**config.mk**
```make
export PLATFORM = sky130hd
export DESIGN_NAME = branch_stack
export DESIGN_NICKNAME = d
export VERILOG_FILES = /design/src/rtl/branch_stack.sv
export SDC_FILE = /design/constraint.sdc
export NUM_CORES = 1
export LEC_CHECK = 0
export ABC_AREA = 0
export CORE_MARGIN = 1
export CORE_UTILIZATION = 56
export CTS_BUF_LIST = sky130_fd_sc_hd__clkbuf_8
export DETAILED_ROUTE_END_ITERATION = 8
export PLACE_DENSITY = 0.83
export SETUP_SLACK_MARGIN = 0.4
export SLEW_MARGIN = 20
export SYNTH_ARGS = -nofsm -noshare
export SYNTH_HDL_FRONTEND = slang
export SYNTH_SLANG_ARGS = --single-unit
```
**constraint.sdc**
```tcl
create_clock -name clk -period 3.9 [get_ports clk]
set_input_delay 0.585 -clock clk [delete_from_list [all_inputs] [get_ports clk]]
set_output_delay 0.585 -clock clk [all_outputs]
set_load 0.05 [all_outputs]
```
**src/rtl/branch_stack.sv**
```systemverilog
// Branch checkpoint stack: allocates one-hot branch tags, snapshots free-list head and ROB tail,
// and on resolve reports correct/mispredict with the restore point and the tags to squash.
`ifndef BR_STATE_W
`define BR_STATE_W 2
`endif
`ifndef BR_NONE
`define BR_NONE 2'd0
`endif
`ifndef BR_PR_CORRECT
`define BR_PR_CORRECT 2'd1
`endif
`ifndef BR_PR_WRONG
`define BR_PR_WRONG 2'd2
`endif

module branch_stack #(
    parameter int unsigned BR_DEPTH = 4,
    parameter int unsigned HD_W     = 5,
    parameter int unsigned ROB_W    = 5
) (
    input  logic                   clk,
    input  logic                   rst,
    input  logic                   dispatch_br_i,
    input  logic [HD_W-1:0]        fl_head_i,
    input  logic [ROB_W-1:0]       rob_tail_i,
    input  logic                   br_resolve_en_i,
    input  logic [BR_DEPTH-1:0]    br_resolve_tag_i,
    input  logic                   br_mispredict_i,
    output logic                   br_full_o,
    output logic [BR_DEPTH-1:0]    br_tag_o,
    output logic [BR_DEPTH-1:0]    br_mask_o,
    output logic [`BR_STATE_W-1:0] br_state_o,
    output logic [HD_W-1:0]        rc_head_o,
    output logic [ROB_W-1:0]       rc_rob_tail_o,
    output logic [BR_DEPTH-1:0]    squash_mask_o
);

    logic [BR_DEPTH-1:0] valid_q, valid_d;
    logic [HD_W-1:0]     fl_head_q  [BR_DEPTH];
    logic [HD_W-1:0]     fl_head_d  [BR_DEPTH];
    logic [ROB_W-1:0]    rob_tail_q [BR_DEPTH];
    logic [ROB_W-1:0]    rob_tail_d [BR_DEPTH];
    logic [BR_DEPTH-1:0] dep_mask_q [BR_DEPTH];
    logic [BR_DEPTH-1:0] dep_mask_d [BR_DEPTH];

    logic                tag_onehot_c;
    logic                res_valid_c;
    logic                correct_c;
    logic                wrong_c;
    logic                full_c;
    logic                alloc_en_c;
    logic [BR_DEPTH-1:0] alloc_oh_c;
    logic [BR_DEPTH-1:0] clear_c;
    logic [BR_DEPTH-1:0] squash_c;
    logic [HD_W-1:0]     rc_head_c;
    logic [ROB_W-1:0]    rc_tail_c;

    // Resolve qualification, restore values and squash set; only valid entries contribute.
    always_comb begin
        tag_onehot_c = (br_resolve_tag_i != '0) &&
                       ((br_resolve_tag_i & (br_resolve_tag_i - BR_DEPTH'(1))) == '0);
        res_valid_c  = br_resolve_en_i && tag_onehot_c && ((br_resolve_tag_i & valid_q) != '0);
        wrong_c      = res_valid_c && br_mispredict_i;
        correct_c    = res_valid_c && !br_mispredict_i;
        squash_c     = '0;
        rc_head_c    = '0;
        rc_tail_c    = '0;
        if (wrong_c) begin
            squash_c = br_resolve_tag_i;
            for (int i = 0; i < int'(BR_DEPTH); i++) begin
                if (valid_q[i] && ((dep_mask_q[i] & br_resolve_tag_i) != '0)) begin
                    squash_c[i] = 1'b1;
                end
                if (br_resolve_tag_i[i]) begin
                    rc_head_c = fl_head_q[i];
                    rc_tail_c = rob_tail_q[i];
                end
            end
        end
    end

    // Allocation sees registered fullness only, so a same-cycle free is not reused.
    always_comb begin
        full_c     = &valid_q;
        alloc_en_c = dispatch_br_i && !full_c && !wrong_c && !rst;
        alloc_oh_c = alloc_en_c ? (~valid_q & (valid_q + BR_DEPTH'(1))) : '0;
    end

    always_comb begin
        clear_c = '0;
        if (correct_c) begin
            clear_c = br_resolve_tag_i;
        end else if (wrong_c) begin
            clear_c = squash_c;
        end
        valid_d = (valid_q & ~clear_c) | alloc_oh_c;
        for (int i = 0; i < int'(BR_DEPTH); i++) begin
            fl_head_d[i]  = fl_head_q[i];
            rob_tail_d[i] = rob_tail_q[i];
            dep_mask_d[i] = dep_mask_q[i] & ~clear_c;
            if (alloc_oh_c[i]) begin
                fl_head_d[i]  = fl_head_i;
                rob_tail_d[i] = rob_tail_i;
                dep_mask_d[i] = valid_q & ~clear_c;
            end
        end
    end

    always_ff @(posedge clk or posedge rst) begin
        if (rst) begin
            valid_q <= '0;
            for (int i = 0; i < int'(BR_DEPTH); i++) begin
                fl_head_q[i]  <= '0;
                rob_tail_q[i] <= '0;
                dep_mask_q[i] <= '0;
            end
        end else begin
            valid_q <= valid_d;
            for (int i = 0; i < int'(BR_DEPTH); i++) begin
                fl_head_q[i]  <= fl_head_d[i];
                rob_tail_q[i] <= rob_tail_d[i];
                dep_mask_q[i] <= dep_mask_d[i];
            end
        end
    end

    always_comb begin
        br_full_o     = full_c;
        br_mask_o     = valid_q;
        br_tag_o      = alloc_oh_c;
        br_state_o    = `BR_NONE;
        if (wrong_c) begin
            br_state_o = `BR_PR_WRONG;
        end else if (correct_c) begin
            br_state_o = `BR_PR_CORRECT;
        end
        rc_head_o     = rc_head_c;
        rc_rob_tail_o = rc_tail_c;
        squash_mask_o = squash_c;
    end

endmodule

```
==> impl_metrics.yaml, run 1 <==
layout:
  nets: 310
  diodes: 0
  fillers: 335
  syn_to_final_growth_pct: 26.8
  utilization_pct: 74.8
  design_area_mm2: 0.00360
  layout-drive-gt1-share_pct: 30.8
  final_cells: 359
power:
  p_sw_share_pct: 35.7
  power.total_mw: 2.24
  switchingPower_mw: 0.797
  clock_power_share_pct: 14.8
  peakVddDrop_v: 0.000398
  p_per_area_mw_per_mm2: 621
  leakagePower_nw: 1.54
  p_seq_share_pct: 47.6
  comb_power_share_pct: 37.6
  p_int_mw: 1.44
cts:
  cts_tree: "built"
  clock_latency_ns: 0.32
  clk_path_buf_depth: 2
  clock-sinks: 56
  htree_levels: 2
  post-cts-setup-buffers: 0
  cts_buffers: 5
  clk_pin_slew_ns: 0.10
  cts_root_buffer: "clkbuf_8"
logic_synthesis:
  avgSynthCellArea_um2: 11.5
  yosys_warnings: 0
  ys_ff_latch: 56
  synth_area_leader_cell: "dfrtp_1"
  synthArstFlopShare_pct: 100
  netlist_area_mm2: 0.00284
  synth_edf_count: 0
  synth_nets: 266
  yosysTopAreaCellShare_pct: 49.3
  yosysSeqAreaShare_pct: 49.3
  yosysUniqueCellTypes: 39
  synthFlopType: "dfrtp_1"
  syn_inst: 247
  synth_area_leaders: "dfrtp_1 (49%), mux2_2 (13%), mux2_4 (4.8%)"
run:
  cap_violations: 0
global_routing:
  antenna_found_initial: 0
  grt_usage_pct: 26.4
  grt_max_degree: 57
  grt_pass1_wl_um: 10400
  first_global_vias: 2119
  overflow: 0
floorplan:
  die_w_um: 73.2
  rows: 25
  ios: 44
  coreArea_mm2: 0.00482
  initial_utilization_pct: 59.0
  die_h_um: 73.2
  die_area_mm2: 0.00536
timing:
  fin_skew_ns: 0.0129
  hold_viol: 0
  period_share_pct: 85.7
  tns_ns: 0
  max_freq_mhz: 299
  finalWorstPathRequiredPeriod_ns: 3.34
  rsz0062_at_grt: "false"
  slew_viol_final: 0
  slew_headroom_pct: 53.7
  tightest_slew_ns: 0.694
  setup_violations: 0
critical_path:
  timing.rr.start: "br_mask_o[2]"
  regToRegSetupSlack_ns: 1.42
  startpoint_type: "input port"
  worst-setup-path-type: "input port to primary output"
  worstSetupStartpoint: "br_resolve_tag_i[0]"
  worstPathRequired_ns: 3.31
  end_kind: "primary output"
  path_max_fanout: 11
  crit_arrival_ns: 2.76
worst_hold_path:
  hp-start: "dep_mask_q[1]"
  hp-class: "register to register"
routing:
  dr.first_iter.drc_count: 151
  drc: 0
  wl_per_cell_um: 17.4
  via_per_inst: 5.91
  ant_nets: 0
  vias: 2122
  first_pass_iters: 5
  routed_wl_um: 6260
run_status:
  status: "completed"
place:
  place_area_mm2: 0.00350
  io_buffers: 43
  dp_hpwl_um: 4340
  place_congestion: 0.886
  post-place-cells: 351
critical path: stages:
cell and delay [ns]:
clkdlybuf4s50_1 0.60, or4b_1 0.59, o311ai_2 0.18, nand2_4 0.22, inv_2 0.22, and2_1 0.20
buf_12 0.14
cell usage in the layout (no fill, tap or decap), types with 2 or more instances in the layout:
| cell type | n |
|---|---|
| mux2_4 | 9 |
| buf_4 | 13 |
| o21a_1 | 8 |
| clkinv_4 | 2 |
| inv_1 | 2 |
| nand3_1 | 2 |
| a222oi_1 | 4 |
| a21o_1 | 3 |
| a21oi_1 | 15 |
| mux2i_1 | 4 |
| a21oi_2 | 2 |
| dfrtp_1 | 56 |
| and2_1 | 9 |
| a221oi_1 | 6 |
| o21ai_0 | 7 |
| a22oi_1 | 2 |
| nor3_1 | 6 |
| nand2_1 | 12 |
| clkdlybuf4s50_1 | 22 |
| nand3b_1 | 4 |
| mux2_2 | 32 |
| buf_12 | 18 |
| nor2b_1 | 11 |
| clkbuf_8 | 5 |
| nor2_1 | 21 |
stage by stage:
stage | hold slack, ns | setup slack [ns]
after global routing | 0.532 | 0.442
after detailed placement | 0.482 | 0.439
final | 0.516 | 0.557
after floorplan | 0.464 | 0.818
after global placement | 0.477 | 0.510
after CTS | 0.509 | 0.441
cell usage after synthesis (2+ instances only):
cell type / count
o21a_1: 8
a22oi_1: 2
nor2b_1: 11
a21o_1: 3
and2_1: 9
a221oi_1: 6
mux2_2: 32
a21oi_1: 15
nand2_1: 12
clkbuf_1: 8
nand3b_1: 4
nand3_1: 2
a21oi_2: 2
nor2_1: 21
inv_1: 3
mux2_4: 9
buf_6: 4
a222oi_1: 4
dfrtp_1: 56
mux2i_1: 4
o21ai_0: 7
nor3_1: 6
buf_4: 3
logic make-up (layout without fill, tap and decap cells):
logic type,after synthesis,count (layout),synth area share (%)
simple gates,72,72,13.8
flops,56,56,49.3
compound gates,52,52,13.1
mux,45,45,18.8
buf+inv,21,66,4.67
xor+xnor,1,1,0.308
flip-flops by register name, indices dropped and copies added, names as in the netlist:
signal,flops
dep_mask_q,12
br_mask_o,4
fl_head_q,20
rob_tail_q,20
layer usage:
metal,GRT usage [%],routed length (µm),vias to the layer above
met4,11.5,116,0
met5,0,0,-
met2,41.3,3040,80
met1,36.1,2740,1064
li1,-,-,966
met3,4.97,363,12
cell type report:
cell class | count | area (µm²) | share of cell area, %
well taps | 67 | 83.8 | 2.33
flip-flops and latches | 56 | 1400 | 38.9
inverters | 4 | 18.8 | 0.521
clock inverters | 3 | 26.3 | 0.729
clock buffers | 5 | 68.8 | 1.91
repair buffers | 54 | 691 | 19.2
multi-input cells | 170 | 1310 | 36.4
worst paths after layout:
kind	end	depth (start not counted)
worst max-delay path	rc_rob_tail_o[0]	7
worst min-delay path	dep_mask_q[1]	1
worst max register to register	fl_head_q[1]	7
worst min register to register	dep_mask_q[1]	1
max in group asynchronous	rob_tail_q[8]	3
min in group asynchronous	fl_head_q[14]	3
power groups by stage:
stage	sequential (mW)	combinational, mW	clock, mW
CTS	1.06	0.843	0.341
global placement	1.06	0.811	0
global route	1.10	0.911	0.357
floorplan	1.07	0.587	0
finish	1.06	0.841	0.331
detailed placement	1.07	0.841	0
timing repair:
item | 4_1_cts | 5_1_grt
endpoints found under the setup margin | 0 | 5
hold buffers | 0 | 0
hold endpoints to repair | 0 | 0
gates resized for setup | 0 | 2
Power figures use the tool's default switching activity.
==> inputs of run 2 (changes only) <==
--- a/config.mk
+++ b/config.mk
@@ -6,12 +6,15 @@
 export NUM_CORES = 1
 export LEC_CHECK = 0
 export ABC_AREA = 0
+export CAP_MARGIN = 20
 export CORE_MARGIN = 1
 export CORE_UTILIZATION = 56
 export CTS_BUF_LIST = sky130_fd_sc_hd__clkbuf_8
+export CTS_CLUSTER_DIAMETER = 80
 export DETAILED_ROUTE_END_ITERATION = 8
 export PLACE_DENSITY = 0.83
 export SETUP_SLACK_MARGIN = 0.4
+export SKIP_CTS_REPAIR_TIMING = 1
 export SLEW_MARGIN = 20
 export SYNTH_ARGS = -nofsm -noshare
 export SYNTH_HDL_FRONTEND = slang
==> results of run 2 <==
No change in the layout: final DEF, timing and power equal those of run 1.
==> inputs of run 3 (changes only) <==
--- a/config.mk
+++ b/config.mk
@@ -12,6 +12,7 @@
 export CTS_BUF_LIST = sky130_fd_sc_hd__clkbuf_8
 export CTS_CLUSTER_DIAMETER = 80
 export DETAILED_ROUTE_END_ITERATION = 8
+export GPL_TIMING_DRIVEN = 0
 export PLACE_DENSITY = 0.83
 export SETUP_SLACK_MARGIN = 0.4
 export SKIP_CTS_REPAIR_TIMING = 1
==> run 3 against run 2 <==
- first-iteration DRC count grew 12%
- die area stayed put
- critical path depth is the same
- highest routed layer unchanged
- largest cell class unchanged
- largest power group unchanged
- critical endpoint is now br_tag_o[0]
==> impl_metrics.yaml, run 3 (synthesis results as in run 1) <==
global_routing:
  first_global_vias: 2129
  grt_usage_pct: 27.0
  antenna_found_initial: 0
  grt_max_degree: 35
  overflow: 0
  grt_pass1_wl_um: 10700
routing:
  dr.first_iter.drc_count: 169
  vias: 2195
  drc: 0
  via_per_inst: 5.93
  wl_per_cell_um: 18.0
  routed_wl_um: 6650
  ant_nets: 0
  first_pass_iters: 5
cts:
  clk_path_buf_depth: 2
  htree_levels: 2
  cts_tree: "built"
  clock-sinks: 56
  clock_latency_ns: 0.30
  cts_root_buffer: "clkbuf_8"
  cts_buffers: 5
  clk_pin_slew_ns: 0.09
critical_path:
  worst-setup-path-type: "input port to primary output"
  worstPathRequired_ns: 3.31
  startpoint_type: "input port"
  path_max_fanout: 34
  regToRegSetupSlack_ns: 1.64
  end_kind: "primary output"
  crit_arrival_ns: 2.93
layout:
  design_area_mm2: 0.00356
  top_regs: "fl_head_q (20), rob_tail_q (20), dep_mask_q (12)"
  utilization_pct: 73.8
  diodes: 0
  most-common-layout-cells: "dfrtp_1 (56), mux2_2 (32), clkdlybuf4s50_1 (23)"
  layout-drive-gt1-share_pct: 29.0
  multiInputGateArea_mm2: 0.00132
  fillers: 372
  nets: 321
  syn_to_final_growth_pct: 25.1
  final_common_cell: "dfrtp_1"
  regArea_mm2: 0.00140
worst_hold_path:
  hp-class: "register to register"
run_status:
  status: "completed"
floorplan:
  coreArea_mm2: 0.00482
  initial_utilization_pct: 59.0
  die_w_um: 73.2
  ios: 44
  die_area_mm2: 0.00536
  die_h_um: 73.2
  rows: 25
timing:
  slew_viol_final: 0
  whs_ns: 0.507
  finalWorstSetupSlack_ns: 0.386
  fin_skew_ns: 0.00987
  finalWorstPathRequiredPeriod_ns: 3.51
  tightest_slew_ns: 0.579
  hold_viol: 0
  setup_violations: 0
  rsz0062_at_grt: "true"
  slew_headroom_pct: 61.0
  period_share_pct: 90.1
  tns_ns: 0
  max_freq_mhz: 285
run:
  cap_violations: 0
place:
  place_area_mm2: 0.00338
  dp_slack_ns: -0.436
  io_buffers: 43
  dp_hpwl_um: 4580
  place_congestion: 0.884
power:
  p_per_area_mw_per_mm2: 678
  peakVddDrop_v: 0.000467
  leakagePower_nw: 1.70
==> run 3: metal layers <==
| metal | GRT usage (%) | wire [µm] |
|---|---|---|
| met1 | 35.5 | 2850 |
| met2 | 44.5 | 3370 |
| met3 | 5.39 | 376 |
| met4 | 9.15 | 46 |
| met5 | 0 | 0 |
==> run 3: area by class of cell <==
| type | count | share of cell area (%) |
|---|---|---|
| sequential | 56 | 39.4 |
| clock buffer | 5 | 1.94 |
| inverter | 4 | 0.528 |
| tap | 67 | 2.36 |
| buffer | 17 | 3.45 |
| timing repair inverter | 1 | 0.141 |
| multi-input combinational | 170 | 37.1 |
| clock inverter | 3 | 2.53 |
| timing repair buffer | 47 | 12.6 |
==> run 3: path summary, 6_finish.rpt <==
path | from | to | cells after the start
worst max-delay path | rst | br_tag_o[0] | 7
worst min-delay path | dep_mask_q[2] | dep_mask_q[2] | 1
worst max register to register | br_mask_o[2] | rob_tail_q[16] | 6
worst min register to register | dep_mask_q[2] | dep_mask_q[2] | 1
max in group asynchronous | rst | dep_mask_q[1] | 2
min in group asynchronous | rst | dep_mask_q[4] | 2
==> run 3: through the flow <==
step	power, mW	instances
after detailed placement	1.90	358
final	2.41	370
after floorplan	1.65	247
after global routing	2.54	370
after global placement	1.85	357
after CTS	2.41	366
==> run 3: worst max-delay path, cell delays in order <==
cell             delay, ns
clkdlybuf4s50_1       0.51
clkinvlp_4            0.15
buf_12                0.21
nand2_1               0.25
a211oi_4              0.48
buf_4                 0.29
dlymetal6s2s_1        0.44
==> run 3: power by group <==
group | leakage (nW) | switching (mW) | internal, mW | total [mW]
combinational | 0.944 | 0.410 | 0.439 | 0.849
clock | 0.0784 | 0.186 | 0.321 | 0.507
sequential | 0.679 | 0.191 | 0.862 | 1.05
total | 1.70 | 0.788 | 1.62 | 2.41
